**src/rtl/oddr_seq_pkg.sv**
```systemverilog
// Shared types and defaults for the O_DDR transmit sequencer.
package oddr_seq_pkg;

  typedef enum logic [1:0] {
    IDLE     = 2'd0,
    PREAMBLE = 2'd1,
    DATA     = 2'd2,
    GAP      = 2'd3
  } state_t;

  localparam int DEF_DATA_W  = 8;
  localparam int DEF_PRE_LEN = 4;
  localparam int DEF_GAP_LEN = 2;

  localparam logic [1:0] PREAMBLE_PAIR = 2'b10;

  function automatic int max_int(input int a, input int b);
    return (a > b) ? a : b;
  endfunction

endpackage

```
**src/rtl/oddr_pair_shifter.sv**
```systemverilog
// Word-to-pair serializer: parallel load, 2-bit right shift, pair index and
// a flag marking the cycle in which the last pair of the word is on the wire.
module oddr_pair_shifter #(
  parameter int DATA_W = 8
) (
  input  logic              clk_i,
  input  logic              rst_i,
  input  logic              load_i,
  input  logic              shift_i,
  input  logic [DATA_W-1:0] data_i,
  output logic [1:0]        next_pair_o,
  output logic              last_o
);

  localparam int NPAIRS = DATA_W / 2;
  localparam int PCNT_W = (NPAIRS > 1) ? $clog2(NPAIRS) : 1;
  localparam logic [PCNT_W-1:0] LAST_IDX = PCNT_W'(NPAIRS - 1);

  // sr_q holds only the pairs not yet driven; pair 0 goes out directly on load.
  logic [DATA_W-1:0] sr_q, sr_d;
  logic [PCNT_W-1:0] pcnt_q, pcnt_d;

  always_comb begin
    sr_d   = sr_q;
    pcnt_d = pcnt_q;
    if (load_i) begin
      sr_d   = data_i >> 2;
      pcnt_d = '0;
    end else if (shift_i) begin
      sr_d   = sr_q >> 2;
      pcnt_d = pcnt_q + PCNT_W'(1);
    end
  end

  always_ff @(posedge clk_i) begin
    if (rst_i) begin
      sr_q   <= '0;
      pcnt_q <= '0;
    end else begin
      sr_q   <= sr_d;
      pcnt_q <= pcnt_d;
    end
  end

  assign next_pair_o = sr_q[1:0];
  assign last_o      = (pcnt_q == LAST_IDX);

endmodule

```
**src/rtl/oddr_tx_sequencer.sv**
```systemverilog
// Frame sequencer feeding an external O_DDR: preamble, serialized data pairs,
// then an inter-frame gap, with done/underrun pulses.
module oddr_tx_sequencer
  import oddr_seq_pkg::*;
#(
  parameter int DATA_W  = DEF_DATA_W,
  parameter int PRE_LEN = DEF_PRE_LEN,
  parameter int GAP_LEN = DEF_GAP_LEN
) (
  input  logic              CLK,
  input  logic              RST,
  input  logic [DATA_W-1:0] TX_DATA,
  input  logic              TX_VALID,
  input  logic              TX_LAST,
  output logic              TX_READY,
  output logic [1:0]        DDR_D,
  output logic              DDR_E,
  output logic              BUSY,
  output logic              FRAME_DONE,
  output logic              UNDERRUN,
  output logic [1:0]        DBG_STATE
);

  localparam int CNT_MAX = max_int(PRE_LEN, GAP_LEN);
  localparam int CNT_W   = $clog2(CNT_MAX + 1);
  localparam logic [CNT_W-1:0] PRE_LAST = CNT_W'(PRE_LEN - 1);
  localparam logic [CNT_W-1:0] GAP_LAST = CNT_W'(GAP_LEN - 1);

  state_t           state_q, state_d;
  logic [CNT_W-1:0] cnt_q, cnt_d;
  logic             last_word_q, last_word_d;
  logic [1:0]       ddr_d_q, ddr_d_d;
  logic             ddr_e_q, ddr_e_d;
  logic             done_q, done_d;
  logic             urun_q, urun_d;
  logic             load, shift;
  logic [1:0]       sh_pair;
  logic             sh_last;

  oddr_pair_shifter #(.DATA_W(DATA_W)) u_shifter (
    .clk_i       (CLK),
    .rst_i       (RST),
    .load_i      (load),
    .shift_i     (shift),
    .data_i      (TX_DATA),
    .next_pair_o (sh_pair),
    .last_o      (sh_last)
  );

  // Handshake: a word moves when TX_VALID and TX_READY are both high at the
  // edge; TX_READY depends on state/counters only, so it never waits on valid.
  assign TX_READY = ((state_q == PREAMBLE) && (cnt_q == PRE_LAST)) ||
                    ((state_q == DATA) && sh_last && !last_word_q);

  always_comb begin
    state_d     = state_q;
    cnt_d       = cnt_q;
    last_word_d = last_word_q;
    ddr_d_d     = 2'b00;
    ddr_e_d     = 1'b0;
    done_d      = 1'b0;
    urun_d      = 1'b0;
    load        = 1'b0;
    shift       = 1'b0;
    case (state_q)
      IDLE: begin
        if (TX_VALID) begin
          state_d = PREAMBLE;
          cnt_d   = '0;
          ddr_d_d = PREAMBLE_PAIR;
          ddr_e_d = 1'b1;
        end
      end
      PREAMBLE: begin
        if (cnt_q != PRE_LAST) begin
          cnt_d   = cnt_q + CNT_W'(1);
          ddr_d_d = PREAMBLE_PAIR;
          ddr_e_d = 1'b1;
        end else if (TX_VALID) begin
          state_d     = DATA;
          load        = 1'b1;
          last_word_d = TX_LAST;
          ddr_d_d     = TX_DATA[1:0];
          ddr_e_d     = 1'b1;
        end else begin
          state_d = GAP;
          cnt_d   = '0;
          urun_d  = 1'b1;
        end
      end
      DATA: begin
        if (!sh_last) begin
          shift   = 1'b1;
          ddr_d_d = sh_pair;
          ddr_e_d = 1'b1;
        end else if (last_word_q) begin
          state_d = GAP;
          cnt_d   = '0;
          done_d  = 1'b1;
        end else if (TX_VALID) begin
          load        = 1'b1;
          last_word_d = TX_LAST;
          ddr_d_d     = TX_DATA[1:0];
          ddr_e_d     = 1'b1;
        end else begin
          state_d = GAP;
          cnt_d   = '0;
          urun_d  = 1'b1;
        end
      end
      GAP: begin
        if (cnt_q == GAP_LAST) begin
          state_d = IDLE;
          cnt_d   = '0;
        end else begin
          cnt_d = cnt_q + CNT_W'(1);
        end
      end
      default: state_d = IDLE;
    endcase
  end

  always_ff @(posedge CLK) begin
    if (RST) begin
      state_q     <= IDLE;
      cnt_q       <= '0;
      last_word_q <= 1'b0;
      ddr_d_q     <= 2'b00;
      ddr_e_q     <= 1'b0;
      done_q      <= 1'b0;
      urun_q      <= 1'b0;
    end else begin
      state_q     <= state_d;
      cnt_q       <= cnt_d;
      last_word_q <= last_word_d;
      ddr_d_q     <= ddr_d_d;
      ddr_e_q     <= ddr_e_d;
      done_q      <= done_d;
      urun_q      <= urun_d;
    end
  end

  assign DDR_D      = ddr_d_q;
  assign DDR_E      = ddr_e_q;
  assign FRAME_DONE = done_q;
  assign UNDERRUN   = urun_q;
  assign BUSY       = (state_q != IDLE);
  assign DBG_STATE  = state_q;

endmodule

```
**config.mk**
```make
export PLATFORM = sky130hd
export DESIGN_NAME = oddr_tx_sequencer
export DESIGN_NICKNAME = d
export VERILOG_FILES = /design/src/rtl/oddr_seq_pkg.sv /design/src/rtl/oddr_pair_shifter.sv /design/src/rtl/oddr_tx_sequencer.sv
export SDC_FILE = /design/constraint.sdc
export NUM_CORES = 1
export LEC_CHECK = 0
export CAP_MARGIN = 10
export CORE_MARGIN = 2
export CORE_UTILIZATION = 54
export DETAILED_ROUTE_END_ITERATION = 7
export MAX_ROUTING_LAYER = met4
export PLACE_DENSITY = 0.83
export SKIP_LAST_GASP = 1
export SYNTH_ARGS = -nofsm -noshare
export SYNTH_HDL_FRONTEND = slang
export SYNTH_HIERARCHICAL = 1
export SYNTH_SLANG_ARGS = --single-unit
```
**constraint.sdc**
```tcl
create_clock -name CLK -period 3 [get_ports CLK]
set_input_delay 0.3 -clock CLK [delete_from_list [all_inputs] [get_ports CLK]]
set_output_delay 0.3 -clock CLK [all_outputs]
set_load 0.02 [all_outputs]
```
* Word level (Yosys, flattened, before mapping)
Index checks and enable logic that the tools add are counted.
Operators by class: bitwise logic cells 2, $add $sub $neg 2, eq/ne operators 13, mux-type cells 45, reduce and logical (&&, ||, !) cells 14
Operator list (number):
- $mux 2 | 11
- $mux 1 | 19
- $mux 3 | 6
- $mux 6 | 2
- $pmux 3 s4 | 1
- $ne 2x2->1 const B | 5
- $pmux 2 s4 | 1
- $eq 2x2->1 const B | 3
- $pmux 1 s2 | 3
- $pmux 2 s3 | 1
- $reduce_bool 2->1 | 3
- $reduce_and 5->1 | 1
- $reduce_and 4->1 | 1
- $add 3x1->3 const B | 1
- $eq 3x1->1 const B | 1
- $eq 3x2->1 const B | 1
- $logic_and 1x1->1 | 3
- $ne 3x2->1 const B | 1
- $ne 3x3->1 const B | 1
- $pmux 1 s3 | 1
- $reduce_or 3->1 | 1
- $add 2x1->2 const B | 1
- $eq 2x1->1 const B | 1
- $logic_not 2->1 | 1
- other kinds (5) | 6
Word-level totals: register bits after elaboration 19, logic and storage cells 85, input bits 12, output and inout port bits 9

* Logic depth before layout (Yosys ltp)
depth after elaboration 5, gate-level depth with buffers 10, gate-level depth less buffers 8

* Cells and area by module
The synthesis kept the hierarchy.
Modules (own cells, without submodules):
- oddr_tx_sequencer | area an instance 705.7 um^2, cells each 81, sequential area each 220.2 um^2, instances 1
- oddr_pair_shifter | area an instance 377.9 um^2, cells each 37, sequential area each 160.2 um^2, instances 1

* Worst setup path before layout
No wires, ideal clock.
path kind register -> register, start reg state_q[1], in the netlist DBG_STATE[1], end reg u_shifter.sr_q[4], period minus slack after synthesis 1.967 ns, setup time 0.070 ns, path slack 1.033 ns, data arrival time 1.898 ns, required time 2.930 ns, stages on the path, launching flop included 11, path buffers 2, path through dfxtp_1 -> inv_1 -> ha_1 -> clkbuf_2 -> nand2_1 -> o21ai_0 -> nand2_1 -> nor2_1 -> buf_2 -> or3b_1 -> a21oi_1
Between the ends: cells in the longest elaborated chain, start to end 3, elaborated cells between the ends (all ways) 6, those cells by class eq/ne: 2; mux: 3; reduce/logical: 1
RTL lines:
- start: declaration | RTL line oddr_tx_sequencer.sv:29 | state_t state_q, state_d;
- start signal: assignment | RTL line oddr_tx_sequencer.sv:133 | state_q <= state_d;
- $eq 2x2->1 / $eq 2x1->1 (equally long branches) | RTL line oddr_tx_sequencer.sv:65 | case (state_q)
- $pmux 1 s2 * | RTL line oddr_tx_sequencer.sv:65
- net load | RTL line oddr_tx_sequencer.sv:36 | logic load, shift;
- $mux 6 / $reduce_bool 2->1 (equally long branches)
- end signal: assignment | RTL line oddr_pair_shifter.sv:40 | sr_q <= sr_d;
- end: declaration | RTL line oddr_pair_shifter.sv:20 | logic [DATA_W-1:0] sr_q, sr_d;
Mark *: on every way through the listed nets, which the timed path passes. The rest lies on a longest branch. A chain may end at the register's enable or synchronous reset.

* Worst setup path in the final report
start reg state_q[0], in the netlist DBG_STATE[0], end out TX_READY
Between the ends: cells in the longest elaborated chain, start to end 4, elaborated cells between the ends (all ways) 6, those cells by class eq/ne: 2; reduce/logical: 4
RTL lines:
- $eq 2x2->1 | RTL line oddr_tx_sequencer.sv:53 | ((state_q == DATA) && sh_last && !last_word_q);
- $logic_and 1x1->1 (2 in a row) | RTL line oddr_tx_sequencer.sv:53
- $logic_or 1x1->1 * | RTL line oddr_tx_sequencer.sv:52 | assign TX_READY = ((state_q == PREAMBLE) && (cnt_q == PRE_LAST)) ||
- end: declaration | RTL line oddr_tx_sequencer.sv:15 | output logic TX_READY,
Every way passes the cells marked *; elsewhere a longest branch is shown, timed or not.

==> results.sh <==
export IMPL_outcome="complete, no violations"
export IMPL_slowest_stage="clkdlybuf4s50_1"
export IMPL_grt_pass1_vias=834
export IMPL_wl_per_cell_um=13.35
export IMPL_finalCritPeriodShare_pct=80.38
export IMPL_layout_drive_gt1_share_pct=7.463
export IMPL_diodes=0
export IMPL_worstMarginPinSlew_ps=740.2
export IMPL_synth_most_common_cell="dfxtp_1"
export IMPL_synth_warnings=6
export IMPL_hp_class="reg2reg"
export IMPL_ant_nets=0
export IMPL_routabilityCongestion=0.8990
export IMPL_final_cell_area_um2=1287
export IMPL_ys_ff_latch=19
export IMPL_core_area_um2=1922
export IMPL_postCtsHoldBufs=0
export IMPL_cp_end_kind="output port"
export IMPL_fin_ws_ps=588.7
export IMPL_synth_edf_count=0
export IMPL_avgSynthCellArea_um2=9.183
export IMPL_firstDrtPassIters=4
export IMPL_hpwl_um=1584
export IMPL_cts_resized=0
export IMPL_p_leak_nw=0.4645
export IMPL_drv_slew=0
export IMPL_synth_area_um2=1084
export IMPL_drt_iter0_drc=22
export IMPL_vias_per_cell=5.528
export IMPL_fin_crit_ps=2411
export IMPL_rsz0062_at_grt="false"
export IMPL_synthTopCellsByArea="dfxtp_1 (35%), ha_1 (13%), a211oi_1 (4.8%)"
export IMPL_grt_start_max_net_pins=22
export IMPL_slew_headroom_pct=50.50
export IMPL_yosysTopAreaCellShare_pct=35.10
export IMPL_drc=0
export IMPL_vias=890
export IMPL_grt_met1_usage_pct=26.71
export IMPL_peakVddDrop_mv=0.4853
export IMPL_synth_top_area_cell="dfxtp_1"
export IMPL_clockRootBuffer="clkbuf_4"
export IMPL_drt_wl_total_um=2149
export IMPL_antenna_found_initial=0
export IMPL_setup_violations=0
export IMPL_seq_area_frac_synth_pct=35.10
export IMPL_initial_core_util_pct=56.38
export IMPL_clk_latency_ps=290
export IMPL_async_reset_ff_share_pct=0
export IMPL_rows=16
export IMPL_max_cap_viol_count=0
export IMPL_overflow=0
export IMPL_die_h_um=48.80
export IMPL_clockBufferDepth=2
export IMPL_numClockSinks=19
export IMPL_setup_tns_ps=0
export IMPL_pre_cts_slack_ps=855.6
export IMPL_yosys_most_used_dff="dfxtp_1"
export IMPL_grt_use_met2_pct=29.00
export IMPL_nets=158
export IMPL_cp_required_ps=2700
export IMPL_port_buffers=20
export IMPL_cts_clk_slew_worst_paths_ps=100
export IMPL_area_growth_pct=18.82
export IMPL_synth_common_cells="dfxtp_1 (19), ha_1 (11), inv_1 (9), a211oi_1 (7), nor3_1 (7)"
export IMPL_dpl_cell_area_um2=1261
export IMPL_ys_types=38
export IMPL_cts_made_buffers=3
export IMPL_htreeDepth=1
export IMPL_cp_arrival_ps=2110
export IMPL_die_area_um2=2381
export IMPL_grt_usage_pct=20.04
export IMPL_slowest_delay_ps=590
export IMPL_grt_busiest_layer="met2"
export IMPL_gr_usage_met3_pct=3.374
export IMPL_crit_type="reg2out"
export IMPL_finalHoldViolCount=0
export IMPL_cts_tree="yes"
export IMPL_syn_nets=141
export IMPL_whs_ps=526.1
export IMPL_worstPathCellList="inv_1 -> ha_1 -> nand2_1 -> nor2_1 -> a21o_1 -> clkdlybuf4s50_1"
export IMPL_synth_cells=118
export IMPL_path_max_fanout=7
export IMPL_power_density_nw_per_um2=679.0
export IMPL_grt_pass1_wl_um=3594
export IMPL_skew_ps=0.9123
export IMPL_die_x_um=48.80
export IMPL_cp_start_kind="flop"
export IMPL_fmax_mhz=414.7
export IMPL_cts_setup_buffers=0
export IMPL_ios=21
export IMPL_finish_utilization_pct=66.99
-- sequential cells by signal, indices dropped and copies added, names as in the netlist --
name              cells
DBG_STATE             2
DDR_D                 2
DDR_E                 1
FRAME_DONE            1
UNDERRUN              1
cnt_q                 3
last_word_q           1
u_shifter/pcnt_q      2
u_shifter/sr_q        6
-- final cells by class --
class | count | area, um2
sequential | 19 | 380.4
tap | 27 | 33.78
multi-input combinational | 82 | 613.1
clock buffer | 4 | 26.28
inverter | 9 | 33.78
fill | 178 | 634.4
timing repair buffer | 20 | 200.2
-- cell families after synthesis --
| group | count (synthesis) | synth area share [%] |
|---|---|---|
| AOI/OAI and AO/OA | 29 | 19.40 |
| xor gates and xnor gates | 1 | 0.8085 |
| adders and majority gates | 11 | 12.70 |
| buffers and inverters | 17 | 8.313 |
| DFF | 19 | 35.10 |
| muxes | 5 | 4.619 |
| and+or+nand+nor | 36 | 19.05 |
-- per-stage QoR --
stage,power (mW),instances
3_5_place_dp,0.7416,157
2_1_floorplan,0.6223,118
4_1_cts,0.8705,161
3_3_place_gp,0.7322,157
5_1_grt,0.9330,161
6_report,0.8742,161
-- cells in the final DEF, fill, tap and decap left out, types with 2 or more instances in the layout --
master            n
a211oi_1          7
a21o_1            2
a21oi_1           6
clkbuf_4          3
clkdlybuf4s50_1  20
dfxtp_1          19
ha_1             11
inv_1             9
mux2i_1           5
nand2_1           6
nor2_1            5
nor2b_1           6
nor3_1            7
o211ai_1          3
o21ai_0           2
o32ai_1           2
or2_2             2
or3b_1            2
-- worst paths after layout --
path / startpoint / end / slack (ps) / cells past startpoint
max: DBG_STATE[0] / TX_READY / 590 / 6
min: cnt_q[1] / cnt_q[1] / 530 / 2
min reg2reg: cnt_q[1] / cnt_q[1] / 530 / 2
max reg2reg: DBG_STATE[0] / u_shifter/sr_q[2] / 740 / 8
-- report_power, final --
part | total [mW] | internal, mW | switching [mW]
logic | 0.429 | 0.194 | 0.235
registers | 0.316 | 0.286 | 0.0298
clock network | 0.129 | 0.0518 | 0.0773
total | 0.874 | 0.532 | 0.342
-- metal layers --
| layer | up-vias | wire (um) |
|---|---|---|
| met1 | 406 | 1065 |
| met2 | 31 | 943 |
| met5 | - | 0 |
| li1 | 447 | - |
| met4 | 0 | 44 |
| met3 | 6 | 95 |
-- critical path: cells and delay by family, from the launching register on --
family | cells | cell delay [ps]
buffers and inverters | 2 | 750
AO/OA/AOI/OAI | 1 | 110
adder cells (fa/ha/maj) | 1 | 300
AND/OR/NAND/NOR | 2 | 280
flip-flops | 1 | 370
Power figures use the tool's default switching activity.
